## src/rtl/clint_timer.sv

```systemverilog
// clint_timer: core-local interruptor. It holds the free-running 64-bit mtime
// counter and the mtimecmp compare register. It raises a level timer interrupt
// while mtime >= mtimecmp. Software reaches it over a single-beat req/ack bus.
// Optional feature macro: CLINT_MSIP_EN. When it is defined, the MSIP register
// at offset 0x0000 exists and drives sw_interrupt. When it is not defined,
// 0x0000 behaves as unmapped and sw_interrupt is tied low.
module clint_timer #(
  parameter int unsigned TICK_DIV = 1
) (
  input  logic        clk,
  input  logic        rst_n,
  input  logic        bus_req,
  input  logic        bus_we,
  input  logic [15:0] bus_addr,
  input  logic [3:0]  bus_be,
  input  logic [31:0] bus_wdata,
  output logic [31:0] bus_rdata,
  output logic        bus_ack,
  output logic [63:0] mtime_o,
  output logic        timer_interrupt,
  output logic        sw_interrupt
);

  localparam int unsigned   PW        = (TICK_DIV > 1) ? $clog2(TICK_DIV) : 1;
  localparam logic [PW-1:0] PRESC_MAX = PW'(TICK_DIV - 32'd1);

  logic [63:0]   mtime_q, mtime_d;
  logic [63:0]   mtimecmp_q, mtimecmp_d;
  logic [PW-1:0] presc_q, presc_d;
  logic          ack_q, ack_d;
  logic [31:0]   rdata_q, rdata_d;
  logic          irq_q, irq_d;

  logic          accept_s;
  logic          wr_s;
  logic [15:0]   word_addr_s;
  logic          sel_cmp_lo_s, sel_cmp_hi_s, sel_mt_lo_s, sel_mt_hi_s;
  logic [31:0]   rd_mux_s;
  logic          addr_unused_s;

`ifdef CLINT_MSIP_EN
  logic          msip_q, msip_d;
  logic          sel_msip_s;
`endif

  // Replace only the byte lanes whose enable is set.
  function automatic logic [31:0] merge_bytes(input logic [31:0] old_v,
                                              input logic [31:0] new_v,
                                              input logic [3:0]  be);
    logic [31:0] res;
    for (int i = 0; i < 4; i++) begin
      res[8*i +: 8] = be[i] ? new_v[8*i +: 8] : old_v[8*i +: 8];
    end
    return res;
  endfunction

  // A request is taken on any edge where no ack is outstanding. This limits throughput to one transfer per 2 cycles.
  assign accept_s      = bus_req & ~ack_q;
  assign wr_s          = accept_s & bus_we;
  assign word_addr_s   = {bus_addr[15:2], 2'b00};
  assign addr_unused_s = ^bus_addr[1:0];

  // Decode the word offset into register selects and read data.
  always_comb begin
    sel_cmp_lo_s = 1'b0;
    sel_cmp_hi_s = 1'b0;
    sel_mt_lo_s  = 1'b0;
    sel_mt_hi_s  = 1'b0;
    rd_mux_s     = 32'h0000_0000;
`ifdef CLINT_MSIP_EN
    sel_msip_s   = 1'b0;
`endif
    case (word_addr_s)
`ifdef CLINT_MSIP_EN
      16'h0000: begin
        sel_msip_s = 1'b1;
        rd_mux_s   = {31'h0000_0000, msip_q};
      end
`endif
      16'h4000: begin
        sel_cmp_lo_s = 1'b1;
        rd_mux_s     = mtimecmp_q[31:0];
      end
      16'h4004: begin
        sel_cmp_hi_s = 1'b1;
        rd_mux_s     = mtimecmp_q[63:32];
      end
      16'hBFF8: begin
        sel_mt_lo_s = 1'b1;
        rd_mux_s    = mtime_q[31:0];
      end
      16'hBFFC: begin
        sel_mt_hi_s = 1'b1;
        rd_mux_s    = mtime_q[63:32];
      end
      default: begin
        rd_mux_s = 32'h0000_0000;
      end
    endcase
  end

  // Next state: a software write to mtime overrides the tick and restarts the prescaler.
  always_comb begin
    mtime_d    = mtime_q;
    presc_d    = presc_q;
    mtimecmp_d = mtimecmp_q;
    ack_d      = accept_s;
    rdata_d    = accept_s ? rd_mux_s : 32'h0000_0000;
    irq_d      = (mtime_q >= mtimecmp_q);

    if (wr_s && sel_mt_lo_s) begin
      mtime_d[31:0] = merge_bytes(mtime_q[31:0], bus_wdata, bus_be);
      presc_d       = {PW{1'b0}};
    end else if (wr_s && sel_mt_hi_s) begin
      mtime_d[63:32] = merge_bytes(mtime_q[63:32], bus_wdata, bus_be);
      presc_d        = {PW{1'b0}};
    end else if (presc_q == PRESC_MAX) begin
      mtime_d = mtime_q + 64'd1;
      presc_d = {PW{1'b0}};
    end else begin
      presc_d = presc_q + PW'(1'b1);
    end

    if (wr_s && sel_cmp_lo_s) begin
      mtimecmp_d[31:0] = merge_bytes(mtimecmp_q[31:0], bus_wdata, bus_be);
    end else if (wr_s && sel_cmp_hi_s) begin
      mtimecmp_d[63:32] = merge_bytes(mtimecmp_q[63:32], bus_wdata, bus_be);
    end else begin
      mtimecmp_d = mtimecmp_q;
    end
  end

  // Timer state and bus response registers; reset also drops any in-flight transfer.
  always_ff @(posedge clk) begin
    if (!rst_n) begin
      mtime_q    <= 64'h0000_0000_0000_0000;
      mtimecmp_q <= 64'hFFFF_FFFF_FFFF_FFFF;
      presc_q    <= {PW{1'b0}};
      ack_q      <= 1'b0;
      rdata_q    <= 32'h0000_0000;
      irq_q      <= 1'b0;
    end else begin
      mtime_q    <= mtime_d;
      mtimecmp_q <= mtimecmp_d;
      presc_q    <= presc_d;
      ack_q      <= ack_d;
      rdata_q    <= rdata_d;
      irq_q      <= irq_d;
    end
  end

`ifdef CLINT_MSIP_EN
  // Next MSIP value: only bit0 is storage, updated when byte lane 0 is enabled.
  always_comb begin
    if (wr_s && sel_msip_s && bus_be[0]) begin
      msip_d = bus_wdata[0];
    end else begin
      msip_d = msip_q;
    end
  end

  // MSIP storage register.
  always_ff @(posedge clk) begin
    if (!rst_n) begin
      msip_q <= 1'b0;
    end else begin
      msip_q <= msip_d;
    end
  end

  assign sw_interrupt = msip_q;
`else
  assign sw_interrupt = 1'b0;
`endif

  assign bus_rdata       = rdata_q;
  assign bus_ack         = ack_q;
  assign mtime_o         = mtime_q;
  assign timer_interrupt = irq_q;

endmodule

```

## config.mk

```make
export PLATFORM = sky130hd
export DESIGN_NAME = clint_timer
export DESIGN_NICKNAME = d
export VERILOG_FILES = /design/src/rtl/clint_timer.sv
export SDC_FILE = /design/constraint.sdc
export NUM_CORES = 1
export LEC_CHECK = 0
export BUFFER_PORTS_ARGS = -buffer_cell sky130_fd_sc_hd__buf_2
export CELL_PAD_IN_SITES_DETAIL_PLACEMENT = 2
export CELL_PAD_IN_SITES_GLOBAL_PLACEMENT = 2
export CORE_MARGIN = 2
export CORE_UTILIZATION = 30
export DETAILED_ROUTE_END_ITERATION = 8
export PLACE_DENSITY_LB_ADDON = 0.1
export SETUP_SLACK_MARGIN = 0.2
export SYNTH_ARGS = -nofsm -noshare
export SYNTH_HDL_FRONTEND = slang
export SYNTH_SLANG_ARGS = --single-unit
```

## constraint.sdc

```tcl
create_clock -name clk -period 4.1 [get_ports clk]
set_input_delay 0.205 -clock clk [delete_from_list [all_inputs] [get_ports clk]]
set_output_delay 0.205 -clock clk [all_outputs]
set_load 0.05 [all_outputs]
```

; After elaboration in Yosys (flattened, before gate mapping)
; Cells that the tools add are included.
[totals]
word_cells = 80
register_bits = 163
[op_classes]
bitwise = 7
eq_ne = 15
magnitude_cmp = 1
n_mux = 13
n_addsub = 2
n_reduce_logical = 22
[ops]
columns = operator, n
row1 = one-hot mux 32 bit (4 select lines), 1
row2 = two-way mux 32 bit, 3
row3 = adder 64 x 1 -> 64 bit (second input constant), 1
row4 = >= comparator 64 bit, 1
row5 = two-way mux 64 bit, 1
row6 = AND reduction 3 bit, 12
row7 = two-way mux 8 bit, 4
row8 = == test 14 x 13 -> 1 bit (second input constant), 2
row9 = == test 14 bit (second input constant), 2
row10 = != test 2 bit (second input constant), 9
row11 = AND reduction 2 bit, 5
row12 = NOT 1 bit, 5
row13 = logical AND 1 bit, 4
row14 = two-way mux 1 bit, 4
row15 = != test 2 x 1 -> 1 bit (second input constant), 2
row16 = OR reduction 4 bit, 1
row17 = bitwise AND 1 bit, 2
row18 = adder 1 bit (second input constant), 1

; Depth between registers and ports, before layout
; Gate-level depths: netlist of run 1.
[depth]
depth_word = 6
ltp_mapped = 11
ltp_nobuf = 9

; Worst setup path after synthesis of run 1
; No wires, ideal clock.
[synth_path]
path_type = register -> register
startpoint = register mtime_q[1] (netlist: mtime_o[1])
endpoint = register mtime_q[60] (netlist: mtime_o[60])
t_arrival_ps = 2886
required_time_ps = 3983
setup_slack_ps = 1096
stages_incl_launch_ff = 11
n_path_buf = 2
path_cell_list = dfxtp_1 > ha_1 > nand3_1 > or2_1 > clkbuf_1 > nor3_2 > nand4_1 > clkbuf_1 > nor4_1 > o21ai_0 > a32o_1
[synth_between]
elab_chain_cells = 3
[synth_lines]
columns = item, line_no
row1 = "start, declared", 27  ; logic [63:0] mtime_q, mtime_d;
row2 = "start signal, assigned", 143  ; mtime_q <= mtime_d;
row3 = adder 64 x 1 -> 64 bit, 118  ; mtime_d = mtime_q + 64'd1;
row4 = two-way mux 64 bit, 117  ; end else if (presc_q == PRESC_MAX) begin
row5 = two-way mux 32 bit, 114  ; end else if (wr_s && sel_mt_hi_s) begin
; No other way between the ends. The select of a mux whose other input is x is not followed.
; A chain may end at the register's enable or synchronous reset.

; Final worst setup path of run 1
[layout_path]
startpoint = register mtime_q[10] (netlist: mtime_o[10])
endpoint = register mtime_q[63] (netlist: mtime_o[63])
; Same word-level chain as after synthesis.

==> results of run 1 <==
==> power groups by stage <==
stage	combinational, uW	clock, uW	sequential [uW]
2_1_floorplan	104	0	1630
3_3_place_gp	215	0	1630
3_5_place_dp	217	0	1630
4_1_cts	217	1710	1590
5_1_grt	232	1770	1590
6_report	218	1670	1590
==> worst max-delay path: stages, from the launching register on <==
cell	delay, ns
dfxtp_1	0.53
nand4_1	0.27
nor4_1	0.73
nand3_1	0.33
or4_1	0.74
o41ai_1	0.30
nand2_1	0.10
a21oi_1	0.17
==> logic make-up after synthesis <==
family,count (synthesis),share of synthesized area
adders and majority gates,65,0.07975
AOI/OAI and AO/OA,322,0.2114
buffers and inverters,158,0.06196
and+or+nand+nor,560,0.2627
DFF,163,0.3200
muxes,65,0.06380
other,1,0.0003677
==> registers in the layout, summed over array words and instances (netlist names) <==
name / count
timer_interrupt: 1
bus_ack: 1
presc_q: 1
mtimecmp_q: 64
bus_rdata: 32
mtime_o: 64
==> how the worst max path moves through the flow <==
| stage | endpoint | slack (ns) | cells past startpoint |
|---|---|---|---|
| 3_3_place_gp | mtime_o[34]$_SDFFE_PN0P_ | 0.83 | 9 |
| 2_1_floorplan | mtime_o[60]$_SDFFE_PN0P_ | 1.10 | 10 |
| 6_report | mtime_o[63]$_SDFFE_PN0P_ | 0.86 | 7 |
| 4_1_cts | mtime_o[63]$_SDFFE_PN0P_ | 0.84 | 7 |
| 5_1_grt | mtime_o[50]$_SDFFE_PN0P_ | 0.67 | 7 |
| 3_5_place_dp | mtime_o[36]$_SDFFE_PN0P_ | 0.79 | 9 |
==> layer usage <==
| metal | vias to the layer above | GRT usage |
|---|---|---|
| met3 | 57 | 0.03613 |
| li1 | 5107 | - |
| met1 | 5591 | 0.3417 |
| met4 | 0 | 0.07151 |
| met2 | 188 | 0.4442 |
| met5 | - | 0 |
==> final cells by class <==
type	count	area share
clock buffers	23	0.03873
clock inverters	9	0.008698
inverters	71	0.02206
multi-input cells	1014	0.5244
flip-flops and latches	163	0.2701
well taps	448	0.04639
repair buffers	194	0.08968
==> cells in the final DEF, fill, tap and decap left out, types with 5 or more instances in the layout <==
cell type,Yosys,final
o31a_1,7,7
a41oi_1,5,5
nand4_1,32,32
nor2_1,92,92
o32ai_1,7,7
mux2i_1,65,65
nand3_1,159,159
dfxtp_1,163,163
a31oi_1,18,18
buf_2,13,149
clkbuf_16,0,17
o31ai_1,15,15
and4_1,5,5
a21oi_1,94,94
o21ai_0,27,27
or4_1,8,8
a22oi_1,6,6
o41ai_1,11,11
and3_1,13,13
nand2b_1,5,5
inv_1,70,70
o211ai_1,11,11
a211oi_1,7,7
and2_1,9,9
o21a_1,9,9
nand2_1,179,179
nor3_1,22,20
o22a_1,32,32
nor4_1,11,11
a21o_1,19,19
buf_4,2,45
ha_1,65,65
o21ai_1,24,24
==> synthesized netlist by cell type (all sizes together) (3+ instances only) <==
master	number
nand2	179
dfxtp	163
nand3	159
a21oi	94
nor2	93
inv	71
clkbuf	67
ha	65
mux2i	65
o21ai	51
nand4	33
o22a	32
nor3	26
buf	20
a21o	19
a31oi	18
o31ai	15
and3	13
nor4	12
o211ai	11
o41ai	11
and2	9
o21a	9
or4	9
a211oi	7
o31a	7
o32ai	7
a22oi	6
a41oi	5
and4	5
nand2b	5
or3	5
a22o	4
o21bai	4
o221a	4
a32o	3
nor2b	3
==> per-stage QoR <==
stage | total power [uW] | instance area (sq um) | worst slack, ns
final | 3481 | 12080 | 0.8639
after global routing | 3592 | 12080 | 0.6725
after CTS | 3519 | 12080 | 0.8366
after detailed placement | 1843 | 11510 | 0.7875
after global placement | 1841 | 11510 | 0.8317
after floorplan | 1737 | 10200 | 1.096
==> run summary, run 1 <==
R2r endpoint -> mtime_o[63]$_SDFFE_PN0P_
Cells after DPL -> 1890
Root Buffer Master -> clkbuf_16
CP required -> 4.49 ns
Register area share after synthesis -> 0.3200
Worst slew pin tran -> 1.060 ns
Filler instances -> 3964
Psw -> 913.3 uW
Sw Ratio -> 0.2623
Max Cap Violations -> 0
Drt wl/cell -> 23.73 um
Sum Neg Setup Slack -> 0 ns
Cts hold-fix bufs -> 0
Vias in the first global route -> 11.56k
Die X -> 188.4 um
Worst Hold Class -> primary input to flip-flop
Ys Warns -> 0
# nets final -> 1582
Maximum VDD drop -> 304.9 uV
Met2 wire length -> 21960 um
Multi-input gate area -> 6336 sq um
First DRT Iteration DRCs -> 529
Worst Path Max Fanout -> 8
Register Area -> 3263 sq um
# IOs -> 155
Leak Pwr -> 0.005809 uW
Logic pwr share -> 0.063
Vias after detailed routing -> 10.94k
Fin Clk Skew -> 0.01255 ns
Crit path time final -> 3.236 ns
N_diodes -> 0
# clock sinks -> 163
Core Box Area -> 33530 sq um
EDFF count, synth -> 0
Int Pwr -> 2568 uW
Initial antenna violation count -> 0
Avg Cell Area, Syn -> 7.644 sq um
Layout cells sized above 1 -> 0.1601
Via density -> 5.694
Hold EP -> mtimecmp_q[13]$_SDFFE_PN1P_
FP Rows -> 67
Final hold violation count -> 0
HPWL Detailed -> 33490 um
Worst hold path startpoint -> bus_wdata[13]
Final Setup Violations -> 0
GRT Util Overall -> 0.2597
DRT met1 WL -> 21430 um
Non-filler cells in the finished layout -> 1922
Post-Synthesis Cells -> 1334
Yosys top cell area share -> 0.3200
Power Density -> 288.1 nW/um^2
Largest net degree at the start of global routing -> 44
Register share of total power -> 0.457
Mapped cell area -> 10200 sq um
Worst-Skew Late Latency -> 0.46 ns
FFs w/ async S/R, synth -> 0
Initial Util -> 0.3041
CTS tree -> built
Crit path arrival time -> 3.62 ns
Worst Setup End Kind -> flip-flop
Clk slew on worst S/H paths -> 0.07 ns
Total iterations of the first detailed-routing run -> 5
DIE AREA -> 35480 sq um
Worst Hold Depth -> 3
Max Clk Rate -> 0.3090 GHz
Routability Congestion -> 0.8106
Max_slew headroom -> 0.2930
CP startpoint kind -> flip-flop
Util after Layout -> 0.3603
WL met3 -> 1289 um
CP startpoint -> mtime_o[10]$_SDFFE_PN0P_
R2R Setup Slk -> 0.86 ns
Status -> finished clean
Final period util -> 0.7893
Clock Path Buffers -> 2
Highest routed layer -> met4
Post-CTS setup buffer count -> 0
Area delta synth->final -> 18.49%
Area leader, netlist -> dfxtp_1
Overflow after GRT -> 0
Register bit total from synthesis -> 163
Port Buffer Count -> 151
Num CTS Buffers -> 17
First-pass GRT wire length -> 70980 um
Top_reg_cell synth -> dfxtp_1
Top area cells in the synthesized netlist -> dfxtp_1 (32%), ha_1 (8.0%), nand3_1 (7.8%)
Post-CTS Resized -> 0
Clock share of power -> 0.481
Crit Path Category -> flip-flop to flip-flop
Residual DRC -> 0
Post-route ant nets -> 0
Worst hold margin -> 0.05229 ns
Die Y -> 188.4 um
Final WL -> 45610 um
Synth cell types -> 69
Slew Limit Fails -> 0
Crit Reg-Reg Startpoint -> mtime_o[10]$_SDFFE_PN0P_
Reg2reg path depth -> 7
RSZ-0062 raised after global routing -> false
H-tree levels -> 4
Note: power is estimated with default switching activity, not from simulation.
==> run 2, diff against run 1 <==
Clock period 4.1 ns to 3.4 ns, I/O delays scaled along.
==> run summary, run 2 (synthesis results as in run 1) <==
Most common cell after layout, fill and taps aside -> nand2_1
HPWL Detailed -> 34700 um
First DRT Iteration DRCs -> 472
Initial Util -> 0.3041
R2r endpoint -> timer_interrupt$_SDFF_PN0_
Leak Pwr -> 0.005996 uW
Root Buffer Master -> clkbuf_16
Crit path time final -> 3.027 ns
Initial antenna violation count -> 0
N_diodes -> 0
Critical Path Sink -> timer_interrupt$_SDFF_PN0_
Sw Ratio -> 0.2657
Total iterations of the first detailed-routing run -> 4
Post-CTS Resized -> 2
Final Setup Violations -> 0
Crit path arrival time -> 3.36 ns
Via density -> 5.691
# IOs -> 155
Crit Reg-Reg Startpoint -> mtime_o[22]$_SDFFE_PN0P_
Crit Path Category -> flip-flop to flip-flop
Clock Path Buffers -> 2
Maximum VDD drop -> 356.7 uV
Final period util -> 0.8904
Post-CTS setup buffer count -> 0
First-pass GRT wire length -> 72870 um
Int Pwr -> 3046 uW
Overflow after GRT -> 0
Worst-Skew Late Latency -> 0.46 ns
Worst Hold Class -> primary input to flip-flop
Cts hold-fix bufs -> 0
Worst slew pin tran -> 1.095 ns
H-tree levels -> 4
Core Box Area -> 33530 sq um
CP startpoint -> mtime_o[22]$_SDFFE_PN0P_
CP startpoint kind -> flip-flop
Max Clk Rate -> 0.3303 GHz
Largest net degree at the start of global routing -> 51
Worst Setup End Kind -> flip-flop
FP Rows -> 67
RSZ-0062 raised after global routing -> false
Port Buffer Count -> 151
R2R Setup Slk -> 0.37 ns
Die X -> 188.4 um
Max_slew headroom -> 0.2687
Logic pwr share -> 0.065
Psw -> 1102 uW
Num CTS Buffers -> 17
Routability Congestion -> 0.7966
Sum Neg Setup Slack -> 0 ns
Residual DRC -> 0
GRT Util Overall -> 0.2684
Post-route ant nets -> 0
Vias in the first global route -> 11.84k
Status -> finished clean
Most frequent cells in the layout -> nand2_1 (179), dfxtp_1 (162), nand3_1 (159)
CTS tree -> built
Register share of total power -> 0.462
Reg2reg path depth -> 10
# clock sinks -> 163
Drt wl/cell -> 24.01 um
Clock share of power -> 0.473
Final hold violation count -> 0
Filler instances -> 3990
Total power -> 4149 uW
Worst Path Max Fanout -> 9
CP required -> 3.74 ns
Vias after detailed routing -> 11.15k
Layout cells sized above 1 -> 0.1827
# nets final -> 1619
Max Cap Violations -> 0
Power Density -> 335.1 nW/um^2
Final WL -> 47030 um
DIE AREA -> 35480 sq um
Fin Clk Skew -> 0.01227 ns
Clk slew on worst S/H paths -> 0.07 ns
Area delta synth->final -> 21.40%
Die Y -> 188.4 um
Slew Limit Fails -> 0
run 2: area by class of cell:
| class | count | area (sq um) | area share |
|---|---|---|---|
| timing repair buffer | 231 | 1386 | 0.1120 |
| clock inverter | 8 | 77.57 | 0.006266 |
| tap | 448 | 560.5 | 0.04528 |
| multi-input combinational | 1014 | 6342 | 0.5123 |
| inverter | 71 | 266.5 | 0.02153 |
| sequential | 163 | 3264 | 0.2637 |
| clock buffer | 24 | 481.7 | 0.03891 |
run 2: power groups by stage:
stage               logic (uW)  clock network, uW  registers [uW]
finish                     271               1960            1920
global route               289               2070            1920
detailed placement         270                  0            1960
global placement           266                  0            1960
floorplan                  125                  0            1970
CTS                        270               2010            1920
run 2: metrics by stage:
stage                     worst slack (ns)  cell area [sq um]  hold WS (ns)  instances  utilization
after CTS                           0.3519              12380      0.009176       1959       0.3691
final                               0.3727              12380       0.02849       1959       0.3692
after floorplan                     0.3963              10200        0.3086       1335            -
after global placement             0.03762              11810        0.4744       1927       0.3522
after global routing                0.2373              12380       0.03432       1959       0.3692
after detailed placement           0.05629              11810        0.4833       1927       0.3522
run 2: layer usage:
metal / routed length, um / GRT usage / vias to the layer above
met5: 0 / 0 / -
met4: 1034 / 0.08203 / 0
met3: 1490 / 0.03092 / 60
met2: 22770 / 0.4614 / 215
met1: 21730 / 0.3523 / 5681
li1: - / - / 5193
run 2: critical path: stages, from the launching register on:
cell and delay (ns):
dfxtp_1 0.62, ha_1 0.35, nand4_1 0.16, inv_1 0.06
a221o_1 0.41, a2111oi_2 0.54, buf_4 0.23, o211ai_1 0.09
a31oi_1 0.20, buf_4 0.16, o41ai_1 0.09
run 2: worst min path at each step:
stage	startpoint	to	slack [ns]	cells after the start
3_3_place_gp	mtimecmp_q[24]$_SDFFE_PN1P_	mtimecmp_q[24]$_SDFFE_PN1P_	0.47	2
5_1_grt	bus_wdata[31]	mtimecmp_q[31]$_SDFFE_PN1P_	0.03	3
6_report	bus_wdata[31]	mtimecmp_q[31]$_SDFFE_PN1P_	0.03	3
2_1_floorplan	bus_wdata[10]	mtimecmp_q[10]$_SDFFE_PN1P_	0.31	2
4_1_cts	bus_wdata[4]	mtimecmp_q[4]$_SDFFE_PN1P_	0.009	3
3_5_place_dp	mtimecmp_q[16]$_SDFFE_PN1P_	mtimecmp_q[16]$_SDFFE_PN1P_	0.48	2
==> run 3, diff against run 2 <==
Settings changed: BUFFER_PORTS_ARGS -buffer_cell sky130_fd_sc_hd__buf_2 to unset, DONT_BUFFER_PORTS set to 1.
==> run summary, run 3 (synthesis results as in run 1) <==
Area delta synth->final -> 21.30%
DIE AREA -> 35480 sq um
Die Y -> 188.4 um
Initial Util -> 0.3041
Layout cells sized above 1 -> 0.1040
Clk slew on worst S/H paths -> 0.07 ns
Via density -> 5.788
Clock share of power -> 0.476
CTS tree -> built
RSZ-0062 raised after global routing -> false
Post-route ant nets -> 0
Total iterations of the first detailed-routing run -> 4
Critical Path, Cell by Cell -> buf_4 > nand4_1 > or4_1 > nor3_1 > buf_4 > and4_1 > nand4_1 > mux2i_1 > o311ai_1
Worst Setup End Kind -> flip-flop
CP peak stage delay -> 0.66 ns
Slowest stage cell, crit path -> or4_1
CP startpoint kind -> flip-flop
Filler instances -> 3889
Crit Path Category -> flip-flop to flip-flop
Most common cell after layout, fill and taps aside -> nand2_1
Sw Ratio -> 0.2580
Multi-input gate area -> 6336 sq um
Worst hold path startpoint -> rst_n
Status -> finished clean
Crit path time final -> 2.887 ns
Residual DRC -> 0
Die X -> 188.4 um
Most frequent cells in the layout -> nand2_1 (179), dfxtp_1 (163), nand3_1 (159)
Met3 Usage GRT -> 0.03688
Final period util -> 0.8490
H-tree levels -> 4
Int Pwr -> 3023 uW
GR Layer Usage met1 -> 0.3563
GRT Util Overall -> 0.2765
Worst-Skew Late Latency -> 0.46 ns
Crit Reg-Reg Startpoint -> mtime_o[28]$_SDFFE_PN0P_
Port Buffer Count -> 0
Non-filler cells in the finished layout -> 1890
Layer with the highest usage -> met2
Placed cell areas -> 11230 sq um
Core Box Area -> 33530 sq um
Psw -> 1051 uW
Logic pwr share -> 0.054
# nets final -> 1551
Largest net degree at the start of global routing -> 92
CP required -> 3.76 ns
Final WL -> 48740 um
Cells after DPL -> 1802
Maximum VDD drop -> 361.0 uV
# clock sinks -> 163
Setup WS post-layout -> 0.5134 ns
Clock Path Buffers -> 2
Crit path arrival time -> 3.25 ns
N_diodes -> 0
Final Setup Violations -> 0
Leak Pwr -> 0.005569 uW
Routability Congestion -> 0.8245
Fin Clk Skew -> 0.01208 ns
Initial antenna violation count -> 0
Max_slew headroom -> 0.2542
FP Rows -> 67
Overflow after GRT -> 0
Register Area -> 3263 sq um
Num CTS Buffers -> 17
Worst Setup Slack post-DPL -> 0.4780 ns
# IOs -> 155
Power Density -> 329.4 nW/um^2
Slew Limit Fails -> 0
Met2 Use GR -> 0.4859
Worst slew pin tran -> 1.119 ns
Max Clk Rate -> 0.3464 GHz
Post-CTS setup buffer count -> 0
CP startpoint -> mtime_o[28]$_SDFFE_PN0P_
First-pass GRT wire length -> 74520 um
Vias after detailed routing -> 10.94k
Root Buffer Master -> clkbuf_16
Vias in the first global route -> 11.67k
Max Cap Violations -> 0
Design area -> 12370 sq um
First DRT Iteration DRCs -> 620
Worst Hold Class -> primary input to flip-flop
Drt wl/cell -> 25.79 um
Sum Neg Setup Slack -> 0 ns
Register share of total power -> 0.471
HPWL Detailed -> 33840 um
Worst Path Max Fanout -> 10
Final hold violation count -> 0
==> run 3: final cells by class <==
type / count / area share
flip-flops and latches: 163 / 0.2638
clock buffers: 22 / 0.03753
clock inverters: 9 / 0.006676
well taps: 448 / 0.04532
inverters: 71 / 0.02155
multi-input cells: 1014 / 0.5122
repair buffers: 163 / 0.1129
==> run 3: worst paths after layout <==
kind | end | depth (start not counted) | slack (ns)
max | mtime_o[50]$_SDFFE_PN0P_ | 9 | 0.51
min | mtime_o[47]$_SDFFE_PN0P_ | 3 | 0.01
max reg2reg | mtime_o[50]$_SDFFE_PN0P_ | 9 | 0.51
min reg2reg | mtimecmp_q[1]$_SDFFE_PN1P_ | 2 | 0.49
==> run 3: what timing repair did <==
action / CTS / global route
setup endpoints to repair: 0 / 0
hold buffers: 57 / 0
hold endpoints to repair: 117 / 0
resized for setup: 0 / 0
==> run 3: power by group through the flow <==
stage	clock network, uW	registers (uW)	logic [uW]
finish	1940	1920	219
global placement	0	1960	125
CTS	1970	1920	219
global route	2040	1920	233
floorplan	0	1970	125
detailed placement	0	1960	127
==> run 3: worst max-delay path, delay by kind of cell (launching register included) <==
| family | cells | cell delay, ns |
|---|---|---|
| AND/OR/NAND/NOR | 5 | 1.69 |
| buffers and inverters | 2 | 0.38 |
| flip-flops | 1 | 0.33 |
| AO/OA/AOI/OAI | 1 | 0.22 |
| multiplexers | 1 | 0.15 |
==> run 3: metrics by stage <==
stage / hold WS (ns) / total power, uW / utilization
global route: 0.02579 / 4188 / 0.3689
floorplan: 0.3086 / 2094 / -
detailed placement: 0.2639 / 2089 / 0.3350
CTS: 0.0004633 / 4106 / 0.3689
finish: 0.01198 / 4074 / 0.3689
global placement: 0.2649 / 2087 / 0.3350
==> run 3: per-layer routing <==
layer,part of all wire,vias to the layer above,wire length (um)
met2,0.49,217,24090
met3,0.033,41,1626
met5,0,-,0
li1,-,5050,-
met4,0.017,0,821
met1,0.46,5632,22210
